### src/rtl/prog_loader.sv
// Serial program loader: parses a count/words/checksum byte frame, writes 16-bit words
// into instruction memory and holds the cpu in reset until the image checks out.
module prog_loader #(
    parameter int ADDR_W  = 10,
    parameter int TIMEOUT = 100000
) (
    input  logic              CLK,
    input  logic              RST,
    input  logic              rx_valid,
    input  logic [7:0]        rx_data,
    input  logic              load_req,
    output logic              mem_we,
    output logic [ADDR_W-1:0] mem_addr,
    output logic [15:0]       mem_wdata,
    output logic              cpu_rst_n,
    output logic              done,
    output logic              err,
    output logic [1:0]        err_code
);
    localparam int                GAP_W     = $clog2(TIMEOUT + 1);
    localparam logic [16:0]       MAX_WORDS = 17'(2 ** ADDR_W);
    localparam logic [GAP_W-1:0]  GAP_LAST  = GAP_W'(TIMEOUT - 1);

    typedef enum logic [2:0] {CNT_HI, CNT_LO, DATA_HI, DATA_LO, CHECK, RUN, ERROR} state_t;

    state_t            state, state_nxt;
    logic [15:0]       cnt, cnt_nxt;
    logic [7:0]        hi, hi_nxt;
    logic [16:0]       idx, idx_nxt;
    logic [7:0]        sum, sum_nxt;
    logic [GAP_W-1:0]  gap, gap_nxt;
    logic              mem_we_nxt;
    logic [ADDR_W-1:0] mem_addr_nxt;
    logic [15:0]       mem_wdata_nxt;
    logic [1:0]        err_code_nxt;
    logic [16:0]       words, idx_inc;
    logic              timed;

    always_ff @(posedge CLK or negedge RST) begin
        if (!RST) begin
            state     <= CNT_HI;
            cnt       <= '0;
            hi        <= '0;
            idx       <= '0;
            sum       <= '0;
            gap       <= '0;
            mem_we    <= 1'b0;
            mem_addr  <= '0;
            mem_wdata <= '0;
            err_code  <= '0;
        end else begin
            state     <= state_nxt;
            cnt       <= cnt_nxt;
            hi        <= hi_nxt;
            idx       <= idx_nxt;
            sum       <= sum_nxt;
            gap       <= gap_nxt;
            mem_we    <= mem_we_nxt;
            mem_addr  <= mem_addr_nxt;
            mem_wdata <= mem_wdata_nxt;
            err_code  <= err_code_nxt;
        end
    end

    always_comb begin
        state_nxt     = state;
        cnt_nxt       = cnt;
        hi_nxt        = hi;
        idx_nxt       = idx;
        sum_nxt       = sum;
        gap_nxt       = gap;
        mem_we_nxt    = 1'b0;
        mem_addr_nxt  = mem_addr;
        mem_wdata_nxt = mem_wdata;
        err_code_nxt  = err_code;
        words         = {1'b0, cnt[15:8], rx_data};
        idx_inc       = idx + 17'd1;
        timed         = (state == CNT_LO) || (state == DATA_HI) ||
                        (state == DATA_LO) || (state == CHECK);

        // load_req outranks everything, including a byte arriving the same cycle
        if (load_req) begin
            state_nxt    = CNT_HI;
            sum_nxt      = '0;
            idx_nxt      = '0;
            gap_nxt      = '0;
            err_code_nxt = '0;
        end else begin
            if (rx_valid) begin
                gap_nxt = '0;
            end else if (timed) begin
                gap_nxt = gap + GAP_W'(1);
                if (gap == GAP_LAST) begin
                    state_nxt    = ERROR;
                    err_code_nxt = 2'd2;
                end
            end

            if (rx_valid) begin
                case (state)
                    CNT_HI: begin
                        cnt_nxt[15:8] = rx_data;
                        sum_nxt       = sum + rx_data;
                        state_nxt     = CNT_LO;
                    end
                    CNT_LO: begin
                        cnt_nxt = words[15:0];
                        sum_nxt = sum + rx_data;
                        idx_nxt = '0;
                        if (words > MAX_WORDS) begin
                            state_nxt    = ERROR;
                            err_code_nxt = 2'd3;
                        end else if (words == 17'd0) begin
                            state_nxt = CHECK;
                        end else begin
                            state_nxt = DATA_HI;
                        end
                    end
                    DATA_HI: begin
                        hi_nxt    = rx_data;
                        sum_nxt   = sum + rx_data;
                        state_nxt = DATA_LO;
                    end
                    DATA_LO: begin
                        sum_nxt       = sum + rx_data;
                        mem_we_nxt    = 1'b1;
                        mem_addr_nxt  = idx[ADDR_W-1:0];
                        mem_wdata_nxt = {hi, rx_data};
                        idx_nxt       = idx_inc;
                        state_nxt     = (idx_inc == {1'b0, cnt}) ? CHECK : DATA_HI;
                    end
                    CHECK: begin
                        if (rx_data == sum) begin
                            state_nxt = RUN;
                        end else begin
                            state_nxt    = ERROR;
                            err_code_nxt = 2'd1;
                        end
                    end
                    default: ;
                endcase
            end
        end
    end

    assign cpu_rst_n = (state == RUN);
    assign done      = (state == RUN);
    assign err       = (state == ERROR);
endmodule

### config.mk
export PLATFORM = sky130hd
export DESIGN_NAME = prog_loader
export DESIGN_NICKNAME = d
export VERILOG_FILES = /design/src/rtl/prog_loader.sv
export SDC_FILE = /design/constraint.sdc
export NUM_CORES = 1
export LEC_CHECK = 0
export ABC_AREA = 1
export CORE_ASPECT_RATIO = 0.8
export CORE_MARGIN = 2
export CORE_UTILIZATION = 58
export CTS_CLUSTER_DIAMETER = 40
export DETAILED_ROUTE_END_ITERATION = 10
export PLACE_DENSITY = 0.86
export SLEW_MARGIN = 10
export SYNTH_ARGS = -nofsm -noshare
export SYNTH_HDL_FRONTEND = slang
export SYNTH_SLANG_ARGS = --single-unit
### constraint.sdc
create_clock -name CLK -period 2.51 [get_ports CLK]
set_input_delay 0.502 -clock CLK [delete_from_list [all_inputs] [get_ports CLK]]
set_output_delay 0.502 -clock CLK [all_outputs]
set_load 0.05 [all_outputs]
==> results.ini, run 1 <==
[die]
ioPinCount=44
die_w_um=109.0
coreArea_mm2=0.008521
rows=30
dieArea_mm2=0.009589
die_h_um=87.99
initial_utilization=0.6001

[route]
post_drt_wl_per_cell_um=14.47
dr_total_vias=4558
antenna_left=0
vias_per_cell=5.552
drt_iter0_markers=379
drc=0
first_pass_iters=6
drt-total-wl_um=11880

[layout]
fin_nets=726
utilization=0.6974
nFillCells=667
drive_gt1_frac=0.07616
antenna_cells=0
final_cell_mix=192 x nand2_1, 98 x dfrtp_1, 72 x inv_1
final_common_cell=nand2_1
syn_to_final_growth_pct=16.20

[clocking]
cts_tree=done
clk_pin_slew_ns=0.10
htreeDepth=3
cts_buffers=9
postCtsSetupRepairBufs=0
clock_sinks=98
cts_root_buf=clkbuf_8
post_cts_resized=3
insertion_delay_ns=0.38
clk_path_buf_depth=2
ctsHoldBuffers=0

[yosys]
synth_top_cell_by_area=dfrtp_1
synth-seq-area-share=0.4796
synthTopCellsByArea=dfrtp_1 48%, nand2_1 14%, o21ai_0 6.7%, inv_1 5.3%, nor2_1 4.0%
avgSynthCellArea_um2=7.891
synth.distinct_cells=44
synthCells=648
yosysTopAreaCellShare=0.4796
synth_edf_count=0
synth_warnings=0
synth_area_mm2=0.005114
synth_seq_cells=98
synth-async-reset-ratio=1.000
synthFlopType=dfrtp_1
synth_nets=670

[sta]
maxSlewViolCount=0
tightestPinTransition_ns=0.5218
maxSlewHeadroom=0.6521
finClkSkew_ns=0.01187
tns_ns=0
worst_slack_ns=0.2403
finalSetupViolations=0
min_period_ns=2.270
hold_violations=0
rsz0062_at_grt=false
clock.fmax_ghz=0.4406
hold-worst-slack_ns=0.08954
min_period_over_period=0.9042

[power]
intPower_mw=2.551
clkPwrFrac=0.248
p_seq_frac=0.498
leakage_nw=2.770
switching_share=0.3616
power_frac_comb=0.254
p_sw_mw=1.445
p_total_mw=3.997
peakVddDrop_v=0.0005113
powerDensity_mw_per_mm2=672.6

[min_path]
hold_path_class=input pin to async pin

[global_routing]
grt_usage=0.2641
gr-total-overflow=0
grt_first_pass_wirelength_um=19530
antenna_found_initial=0
grt_pass1_vias=4135
grt_max_degree=41

[run]
maxCapViolCount=0

[placed_design]
place.gp.congestion=0.8864
post-dp-hpwl_um=8668
dp_slack_ns=0.03264
portBuffers=43

[worst_setup_path]
path_class=register to primary output
worstSetupEndpointType=primary output
rr_startpoint=idx[0]$_DFFE_PN0P_
ff2ff_setup_slack_ns=0.34
worst_ep_required_time_ns=2.01
worstRegToRegCells=16
cp-start-kind=register
crit-reg2reg-capture=state[1]$_DFF_PN0_
critPathArrivalTime_ns=1.77
critical_path.max_fanout=5

[status]
status=complete, no violations

flip-flops by register name, indices dropped and copies added, names as in the netlist:
signal and cells:
cnt 16, mem_addr 10, err_code 2, mem_wdata 16, idx 17, gap 17, state 3, mem_we 1
sum 8, hi 8
metal layers:
layer,vias to the layer above,share of wire,GRT usage
met1,2114,0.45,0.3626
met3,27,0.073,0.05729
li1,2233,-,-
met4,0,0.018,0.08625
met5,-,0,0
met2,184,0.46,0.4218
cells in the mapped netlist, types with 6 or more instances:
library cell	count
dfrtp_1	98
a21oi_1	17
ha_1	9
clkbuf_1	10
o22ai_1	9
nor2_1	55
nor3_1	8
nor2_2	6
inv_1	72
xor2_1	8
nand3_1	38
nand2_1	192
o21ai_0	68
nand4_1	10
cell families after synthesis:
group	Yosys count	share of synthesized area
buf+inv	87	0.06582
xor+xnor	11	0.02153
simple gates	328	0.2836
flops	98	0.4796
fa+ha+maj	10	0.02594
compound gates	114	0.1236
critical path, stage by stage, from the launching register on:
cell and delay, ns:
dfrtp_1 0.46, inv_2 0.10, nor2_4 0.12, inv_1 0.06, nor2_1 0.10, dlygate4sd2_1 0.54
worst max-delay path by stage:
stage,cells past startpoint,start,endpoint
2_1_floorplan,5,state[0]$_DFF_PN0_,done
4_1_cts,5,state[0]$_DFF_PN0_,done
5_1_grt,16,idx[0]$_DFFE_PN0P_,state[1]$_DFF_PN0_
3_5_place_dp,13,rx_data[2],sum[7]$_DFFE_PN0P_
6_report,5,state[0]$_DFF_PN0_,done
3_3_place_gp,10,rx_data[0],sum[6]$_DFFE_PN0P_
final cells by class:
cell class	count	area [µm²]	area share
Inverter	75	286.5	0.04822
Timing Repair Buffer	57	554.3	0.09328
Tap cell	112	140.1	0.02358
Sequential cell	98	2452	0.4127
Clock inverter	7	60.06	0.01011
Multi-Input combinational cell	463	2325	0.3912
Clock buffer	9	123.9	0.02085
per-stage QoR:
step                cells  instance area [µm²]
CTS                   821                 5942
finish                821                 5942
detailed placement    805                 5762
global placement      805                 5762
floorplan             648                 5114
global route          821                 5942
power by group through the flow:
stage | combinational [mW] | clock (mW) | sequential [mW]
detailed placement | 1.01 | 0 | 2.01
floorplan | 0.503 | 0 | 2.15
CTS | 1.02 | 1.01 | 1.98
global route | 1.12 | 1.06 | 2.01
finish | 1.02 | 0.992 | 1.99
global placement | 0.983 | 0 | 2.00
Note: power is estimated with default switching activity, not from simulation.
==> run 2, diff against run 1 <==
Settings changed: CAP_MARGIN set to 20.
==> results of run 2 <==
Final layout, timing and power as in run 1 (identical DEF).
